### config.mk
export PLATFORM = sky130hd
export DESIGN_NAME = spi_xfer_seq
export DESIGN_NICKNAME = d
export VERILOG_FILES = /design/src/rtl/spi_xfer_seq.sv
export SDC_FILE = /design/constraint.sdc
export NUM_CORES = 1
export LEC_CHECK = 0
export ABC_AREA = 0
export CORE_AREA = 2 2 97 108
export CTS_BUF_LIST = sky130_fd_sc_hd__clkbuf_2
export DETAILED_ROUTE_END_ITERATION = 12
export DIE_AREA = 0 0 99 110
export PLACE_DENSITY = 0.77
export RECOVER_POWER = 50
export SYNTH_ARGS = -nofsm -noshare
export SYNTH_HDL_FRONTEND = slang
export SYNTH_SLANG_ARGS = --single-unit
export TNS_END_PERCENT = 20
### constraint.sdc
create_clock -name clk -period 5.05 [get_ports clk]
set_input_delay 1.2625 -clock clk [delete_from_list [all_inputs] [get_ports clk]]
set_output_delay 1.2625 -clock clk [all_outputs]
set_load 0.01 [all_outputs]
### src/rtl/spi_xfer_seq.sv
// Word sequencer between a host stream pair and a single-word SPI core.
// TX words are buffered, strobed one at a time into the core under one ss_n burst, and results are buffered for the host.
module spi_xfer_seq #(
  parameter int DWIDTH  = 8,
  parameter int DEPTH   = 4,
  parameter int TIMEOUT = 255
) (
  input  logic              clk,
  input  logic              rst,
  input  logic [DWIDTH-1:0] tx_data,
  input  logic              tx_valid,
  output logic              tx_ready,
  output logic [DWIDTH-1:0] rx_data,
  output logic              rx_valid,
  input  logic              rx_ready,
  output logic              core_cs,
  output logic              core_wr,
  output logic              core_rd,
  output logic [DWIDTH-1:0] core_din,
  input  logic [DWIDTH-1:0] core_dout,
  input  logic              core_done,
  output logic              ss_n,
  output logic              busy,
  output logic              err,
  input  logic              err_clr,
  output logic [2:0]        dbg_state
);

  localparam int AW = (DEPTH > 1) ? $clog2(DEPTH) : 1;
  localparam int CW = $clog2(DEPTH + 1);
  localparam int TW = $clog2(TIMEOUT + 1);

  typedef enum logic [2:0] {
    ST_IDLE, ST_SETUP, ST_STROBE, ST_WAIT, ST_CAPTURE, ST_HOLD
  } state_t;

  state_t            r_state;
  logic              r_ss_n;
  logic              r_core_cs;
  logic              r_core_wr;
  logic [DWIDTH-1:0] r_core_din;
  logic              r_busy;
  logic              r_err;
  logic [TW-1:0]     r_timer;
  logic              r_done_q;

  logic [DWIDTH-1:0] r_tx_mem [DEPTH];
  logic [AW-1:0]     r_tx_wptr, r_tx_rptr;
  logic [CW-1:0]     r_tx_cnt;
  logic [DWIDTH-1:0] r_rx_mem [DEPTH];
  logic [AW-1:0]     r_rx_wptr, r_rx_rptr;
  logic [CW-1:0]     r_rx_cnt;

  logic          w_tx_ready, w_tx_push, w_tx_pop;
  logic          w_rx_valid, w_rx_push, w_rx_pop;
  logic [CW-1:0] w_rx_cnt_after;
  logic [TW-1:0] w_timer_inc;
  logic          w_edge;

  assign w_tx_ready = (r_tx_cnt < CW'(DEPTH));
  assign w_tx_push  = tx_valid & w_tx_ready;
  assign w_tx_pop   = (r_state == ST_STROBE);
  assign w_rx_valid = (r_rx_cnt != '0);
  assign w_rx_pop   = rx_ready & w_rx_valid;
  assign w_rx_push  = (r_state == ST_CAPTURE);
  // RX occupancy once this cycle's capture and any host read have both landed.
  assign w_rx_cnt_after = r_rx_cnt + CW'(1) - (w_rx_pop ? CW'(1) : CW'(0));
  assign w_timer_inc    = r_timer + TW'(1);
  assign w_edge         = core_done & ~r_done_q;

  always_ff @(posedge clk) begin
    if (w_tx_push) r_tx_mem[r_tx_wptr] <= tx_data;
    if (w_rx_push) r_rx_mem[r_rx_wptr] <= core_dout;
  end

  always_ff @(posedge clk or posedge rst) begin
    if (rst) begin
      r_tx_wptr <= '0;
      r_tx_rptr <= '0;
      r_tx_cnt  <= '0;
      r_rx_wptr <= '0;
      r_rx_rptr <= '0;
      r_rx_cnt  <= '0;
    end else begin
      if (w_tx_push) r_tx_wptr <= r_tx_wptr + AW'(1);
      if (w_tx_pop)  r_tx_rptr <= r_tx_rptr + AW'(1);
      if (w_tx_push && !w_tx_pop) r_tx_cnt <= r_tx_cnt + CW'(1);
      else if (!w_tx_push && w_tx_pop) r_tx_cnt <= r_tx_cnt - CW'(1);
      if (w_rx_push) r_rx_wptr <= r_rx_wptr + AW'(1);
      if (w_rx_pop)  r_rx_rptr <= r_rx_rptr + AW'(1);
      if (w_rx_push && !w_rx_pop) r_rx_cnt <= r_rx_cnt + CW'(1);
      else if (!w_rx_push && w_rx_pop) r_rx_cnt <= r_rx_cnt - CW'(1);
    end
  end

  // Outputs are registered alongside the state, so each is set on entry to the state that owns it.
  always_ff @(posedge clk or posedge rst) begin
    if (rst) begin
      r_state    <= ST_IDLE;
      r_ss_n     <= 1'b1;
      r_core_cs  <= 1'b0;
      r_core_wr  <= 1'b0;
      r_core_din <= '0;
      r_busy     <= 1'b0;
      r_err      <= 1'b0;
      r_timer    <= '0;
      r_done_q   <= 1'b0;
    end else begin
      r_core_cs  <= 1'b0;
      r_core_wr  <= 1'b0;
      r_core_din <= '0;
      if (err_clr) r_err <= 1'b0;
      case (r_state)
        ST_IDLE: begin
          if (r_tx_cnt != '0 && r_rx_cnt < CW'(DEPTH)) begin
            r_state <= ST_SETUP;
            r_ss_n  <= 1'b0;
            r_busy  <= 1'b1;
          end
        end
        ST_SETUP: begin
          r_state    <= ST_STROBE;
          r_core_cs  <= 1'b1;
          r_core_wr  <= 1'b1;
          r_core_din <= r_tx_mem[r_tx_rptr];
        end
        ST_STROBE: begin
          // Seed done_q so a done level still high from the previous word is not an edge.
          r_state  <= ST_WAIT;
          r_timer  <= '0;
          r_done_q <= core_done;
        end
        ST_WAIT: begin
          r_done_q <= core_done;
          if (w_edge) begin
            r_state <= ST_CAPTURE;
          end else if (w_timer_inc == TW'(TIMEOUT)) begin
            r_err   <= 1'b1;
            r_state <= ST_IDLE;
            r_ss_n  <= 1'b1;
            r_busy  <= 1'b0;
          end else begin
            r_timer <= w_timer_inc;
          end
        end
        ST_CAPTURE: begin
          if (r_tx_cnt != '0 && w_rx_cnt_after < CW'(DEPTH)) begin
            r_state    <= ST_STROBE;
            r_core_cs  <= 1'b1;
            r_core_wr  <= 1'b1;
            r_core_din <= r_tx_mem[r_tx_rptr];
          end else begin
            r_state <= ST_HOLD;
          end
        end
        ST_HOLD: begin
          r_state <= ST_IDLE;
          r_ss_n  <= 1'b1;
          r_busy  <= 1'b0;
        end
        default: begin
          r_state <= ST_IDLE;
          r_ss_n  <= 1'b1;
          r_busy  <= 1'b0;
        end
      endcase
    end
  end

  assign tx_ready  = w_tx_ready;
  assign rx_valid  = w_rx_valid;
  assign rx_data   = r_rx_mem[r_rx_rptr];
  assign core_cs   = r_core_cs;
  assign core_wr   = r_core_wr;
  assign core_rd   = 1'b0;
  assign core_din  = r_core_din;
  assign ss_n      = r_ss_n;
  assign busy      = r_busy;
  assign err       = r_err;
  assign dbg_state = r_state;

endmodule

# After elaboration in Yosys (flattened, before gate mapping)
# Memories as Yosys holds them, arrays and structs flattened.
# Cells that the tools add are included.
# op_classes
n_mux	33
n_addsub	10
n_eq_ne	10
n_bitwise	5
magnitude_cmp	3
reduce_logical	21
# ops
operator	n
$pmux W8 S2	2
$mux W3	8
$mux W8	3
$mux W1	16
$pmux W3 S5	1
$lt A3 B3 Y1 const B	3
$add A2 B1 Y2 const B	4
$add A8 B1 Y8 const B	1
$eq A8 B8 Y1 const B	1
$ne A2 B2 Y1 const B	4
$add A3 B1 Y3 const B	2
$eq A3 B2 Y1 const B	2
$logic_and A1 B1 Y1	6
$pmux W1 S3	2
$reduce_bool A2 Y1	3
$reduce_bool A3 Y1	2
$sub A3 B1 Y3 const B	2
$logic_not A1 Y1	4
$reduce_and A4 Y1	1
$and A1 B1 Y1	3
$eq A3 B1 Y1 const B	1
$eq A3 B3 Y1 const B	1
$logic_not A3 Y1	1
$ne A3 B3 Y1 const B	1
other kinds (7)	8
# totals
ff_bits	38
mem_count	2
ramBits	64
# memory_table
memory	words	width	read_ports	rd_ports_with_merged_regs	wr	line	rtl
r_rx_mem	4	8	1	0	1	50	logic [DWIDTH-1:0] r_rx_mem [DEPTH];
r_tx_mem	4	8	1	0	1	47	logic [DWIDTH-1:0] r_tx_mem [DEPTH];

# Logic depth before layout (Yosys ltp)
# logic_depth
ltp_word	8
ltp_mapped	9
ltp_nobuf	9

# Least setup slack after synthesis
# OpenSTA, ideal clock, no wires.
# synth_timing
path_kind	input-to-reg
from	input tx_valid
to	register r_tx_cnt[2]
cell_stages	8
path_slack_ns	2.389
path_buffers	1
required_ns	4.970
t_arrival_ns	2.581
path_cell_list	nor2b_1 > clkbuf_1 > ha_1 > inv_1 > fa_1 > xor2_1 > nor2_1 > xnor2_1
# synth_via
elab_chain_len	4
word_cells_on_any_way	6
# synth_lines
element	line	rtl
start, declared	11	input logic tx_valid,
$and A1 B1 Y1 (*)	61	assign w_tx_push = tx_valid & w_tx_ready;
via w_tx_push	54	logic w_tx_ready, w_tx_push, w_tx_pop;
$logic_not A1 Y1	88	else if (!w_tx_push && w_tx_pop) r_tx_cnt <= r_tx_cnt - CW'(1);
$logic_and A1 B1 Y1	88	
$reduce_bool A2 Y1 (no source line)	--	
end signal, assigned	87	if (w_tx_push && !w_tx_pop) r_tx_cnt <= r_tx_cnt + CW'(1);
end signal, assigned	88	
end, declared	49	logic [CW-1:0] r_tx_cnt;
# The timed path passes the listed nets; every way through them passes the cells marked *.
# A chain may end at the register's enable or synchronous reset.

# Final worst setup path
# layout_timing
from	register r_rx_rptr[0]
to	output rx_data[3]
# layout_via
elab_chain_len	1
# layout_lines
element	line	rtl
start, declared	51	logic [AW-1:0] r_rx_wptr, r_rx_rptr;
start signal, assigned	90	if (w_rx_pop) r_rx_rptr <= r_rx_rptr + AW'(1);
$mem_v2 Z4 W8	--	
end, declared	13	output logic [DWIDTH-1:0] rx_data,
# Every way passes these cells.

==> impl_metrics.csv <==
group,metric,value,unit
clock_tree,postCtsSetupRepairBufs,0,
synthesis,synth_seq_area_share,65.6,%
detailed_routing,remaining_drc_errors,0,
detailed_routing,route.detailed.vias_per_inst,5.26,
setup_path,family_of_cells_with_the_greatest_summed_delay_on_the_critical_path,"flip-flops",
clock_tree,cts_root_buffer,"clkbuf_2",
synthesis,post_synth_xor_area_fraction,3.20,%
setup_path,depth_of_the_most_critical_reg_to_reg_path,2,
timing,timing.final.hold_violations,0,
synthesis,syn_area_per_cell,15.9,um2
outcome,run_status,"complete, but fails checks",
timing,relSlewSlack,-43.3,%
synthesis,synthSimpleGateAreaFrac,9.48,%
floorplan,row_cnt,38,
synthesis,postSynthRegisterBits,102,
synthesis,post_synth_num_cell_types,52,
setup_path,critical_path.reg2reg.startpoint,"dbg_state[0]$_DFFE_PP0P_",
timing,final.setup_skew,0.0286,ns
synthesis,synth_enable_flop_cells,64,
setup_path,critical_path.reg2reg.endpoint,"r_rx_mem[1][3]$_DFFE_PP_",
floorplan,die_outline_area,0.0109,mm2
timing,whs,0.556,ns
min_path,hold_start,"r_rx_cnt[1]$_DFFE_PP0P_",
synthesis,synth_warnings,0,
detailed_routing,dr.first_iter.drc_count,82,
outcome,failed_checks,"max-capacitance violations, max-slew violations",
timing,final.setup.tns,0,ns
floorplan,ios,49,
floorplan,fp.dieW,99,um
place,sum_of_net_half_perimeters_after_detailed_placement,5190,um
global_route,gr-usage-all-layers,14.4,%
timing,final-max-slew-violation-count,39,
clock_tree,cts_tree,"done",
global_route,grt_pass1_vias,2483,
synthesis,main_combinational_cell_family_by_area_after_synthesis,"multiplexers",
setup_path,worst-endpoint-arrival,2.37,ns
clock_tree,htreeDepth,3,
timing,final_critical_path_required_period,3.63,ns
clock_tree,number_of_buffers_created_by_cts,9,
synthesis,synthFlopType,"edfxtp_1",
timing,grt_setup_unrepaired,"no",
job,cap_viol_max_count,1,
final_layout,nNetsFinal,364,
power_and_ir_drop,power.density,495,mW/mm2
setup_path,timing.critical_path.cells,"mux4_2, clkdlybuf4s50_1",
timing,tightest_slew,2.15,ns
clock_tree,worst_skew_pair.late_latency,0.55,ns
final_layout,areaGrowthSynthToFinish,15.7,%
clock_tree,cts_max_path_buffers,2,
clock_tree,path_clk_slew,0.24,ns
synthesis,synth_compound_gate_area_share,5.03,%
setup_path,critPathLaunchType,"flip-flop",
detailed_routing,drt_first_pass_iters,4,
synthesis,synthAdderAreaFrac,4.74,%
min_path,hold_class,"reg -> reg",
global_route,grt_pass1_wl,11900,um
min_path,whs_path_depth,2,
power_and_ir_drop,lkg_pwr,1.88,nW
setup_path,timing.critical_path.buf_inv,1,
timing,fin_crit_sh,71.9,%
place,gp_congestion,0.803,
min_path,destination_of_the_worst_hold_path,"r_rx_cnt[1]$_DFFE_PP0P_",
global_route,maximum_number_of_pins_on_one_net_before_global_route_repair,39,
timing,finalSetupViolations,0,
setup_path,worstSetupPathType,"reg -> out",
final_layout,final_layout_size_suffix_gt1_share,13.6,%
setup_path,critical_path.max_fanout,10,
clock_tree,cts_sinks,102,
detailed_routing,wire_per_inst,16.4,um
floorplan,core-area,0.00975,mm2
detailed_routing,vias,2374,
global_route,antenna_found_initial,0,
floorplan,start_util,45.0,%
clock_tree,post_cts_hold_buffer_count,0,
timing,highest_clock_rate,275,MHz
detailed_routing,wl,7380,um
setup_path,worst_setup_path_end_kind,"primary output",
place,place.port_buffers,47,
synthesis,synth_fp_nets,313,
synthesis,post_synth_instance_area,0.00438,mm2
floorplan,floorplan.die.height,110,um
setup_path,critPathRequiredTime,3.79,ns
final_layout,final_cells,451,
setup_path,worst-r2r-setup-slack,2.63,ns
global_route,grt.overflow.total,0,
synthesis,postSynth.asyncResetShare,37.3,%
place,place.detailed.instances,435,
synthesis,syn-instance-count,275,
setup_path,cp_slowest_stage_delay,0.76,ns
detailed_routing,antenna_left,0,
power_and_ir_drop,peakVddDrop,234,uV
clock_tree,cts_resized,0,
synthesis,muxShareOfSynthArea,9.71,%
setup_path,crit_slowest_cell,"dfrtp_1",
[registers in the layout (all words and copies together) (netlist names), 2 cells and up]
signal,count
r_rx_mem,32
r_tx_mem,32
core_din,8
r_timer,8
dbg_state,3
r_rx_cnt,3
r_tx_cnt,3
r_rx_rptr,2
r_rx_wptr,2
r_tx_rptr,2
r_tx_wptr,2
[area by class of cell]
type	count	area, um2
Inverter	15	56.3
Sequential cell	102	2870
Antenna cell	1	2.50
Multi-Input combinational cell	150	1400
Tap cell	120	150
Timing Repair Buffer	48	474
Fill cell	787	4680
Clock inverter	5	60.1
Clock buffer	10	50.0
[cell usage in the layout (no fill, tap or decap), types with 2 or more instances in the layout]
cell             instances
edfxtp_1                64
nor2b_1                 12
nand2b_1                 9
mux2i_1                  4
clkbuf_2                10
xnor2_1                 10
ha_1                    15
o21ai_0                  4
o21ai_1                  4
inv_2                    2
dfrtp_1                 37
nand3b_1                 2
o21a_1                   2
o2bb2ai_1                4
nor2_1                   7
inv_1                   13
nand2_1                 13
mux4_2                  16
clkdlybuf4s50_1         27
nor3_1                   2
nand4_1                  3
and2_1                   7
nand3_1                  4
dlygate4sd3_1           20
xor2_1                   6
[cell usage after synthesis, types with 2 or more instances]
cell type / number / area (um2)
nor3_1: 2 / 10.0
nand2b_1: 9 / 56.3
nand4_1: 3 / 18.8
xnor2_1: 10 / 87.6
ha_1: 15 / 188
nand3_1: 4 / 20.0
nor2b_1: 12 / 75.1
inv_2: 3 / 11.3
buf_4: 2 / 15.0
nand3b_1: 2 / 15.0
o2bb2ai_1: 4 / 35.0
nand2_1: 13 / 48.8
mux4_2: 16 / 360
xor2_1: 6 / 52.6
and2_1: 8 / 50.1
o21a_1: 2 / 15.0
o21ai_0: 4 / 20.0
nor2_1: 7 / 26.3
edfxtp_1: 64 / 1920
mux2i_1: 4 / 40.0
o21ai_1: 4 / 20.0
clkbuf_1: 4 / 15.0
dfrtp_1: 37 / 926
inv_1: 12 / 45.0
[worst max-delay path by stage]
stage | start | to | slack (ns) | cells after the start
2_1_floorplan | tx_valid | r_tx_cnt[2]$_DFFE_PP0P_ | 2.39 | 8
3_3_place_gp | tx_valid | r_tx_cnt[2]$_DFFE_PP0P_ | 1.82 | 8
3_5_place_dp | tx_valid | r_tx_cnt[2]$_DFFE_PP0P_ | 1.74 | 8
4_1_cts | r_rx_rptr[0]$_DFFE_PP0P_ | rx_data[2] | 1.32 | 2
5_1_grt | r_rx_rptr[0]$_DFFE_PP0P_ | rx_data[3] | 1.23 | 2
6_report | r_rx_rptr[0]$_DFFE_PP0P_ | rx_data[3] | 1.42 | 2
[metal layers]
metal | part of all wire [%] | track usage [%]
met4 | 2.0 | 5.87
met1 | 42 | 17.5
met5 | 0 | 0
met3 | 4.2 | 3.28
met2 | 52 | 25.0
[report_power, final]
| group | switching [mW] | total, mW | internal [mW] |
|---|---|---|---|
| clock network | 0.259 | 0.375 | 0.116 |
| logic | 0.382 | 0.882 | 0.500 |
| registers | 0.192 | 1.25 | 1.06 |
| total | 0.834 | 2.51 | 1.67 |
[metrics by stage]
step | util (%) | setup WS, ns | instance area [um2] | total power [mW]
floorplan | - | 2.39 | 4380 | 1.83
global placement | 51.0 | 1.82 | 4970 | 2.14
detailed placement | 51.0 | 1.74 | 4970 | 2.18
CTS | 52.1 | 1.32 | 5080 | 2.55
global route | 52.0 | 1.23 | 5070 | 2.68
finish | 52.0 | 1.42 | 5070 | 2.51
[kinds of logic (layout without fill, tap and decap cells)]
kind of cell,Yosys count,in the layout
adder cells (fa/ha/maj),16,16
XOR/XNOR,16,16
AO/OA/AOI/OAI,27,27
other,1,2
multiplexers,22,22
buffers and inverters,23,78
flip-flops,102,102
AND/OR/NAND/NOR,68,68
[worst reg2reg max path, cell delays in order, from the launching register on]
cell and delay, ns:
dfrtp_1 0.62, nor3b_1 0.90, and2_0 0.58
Note: power is estimated with default switching activity, not from simulation.
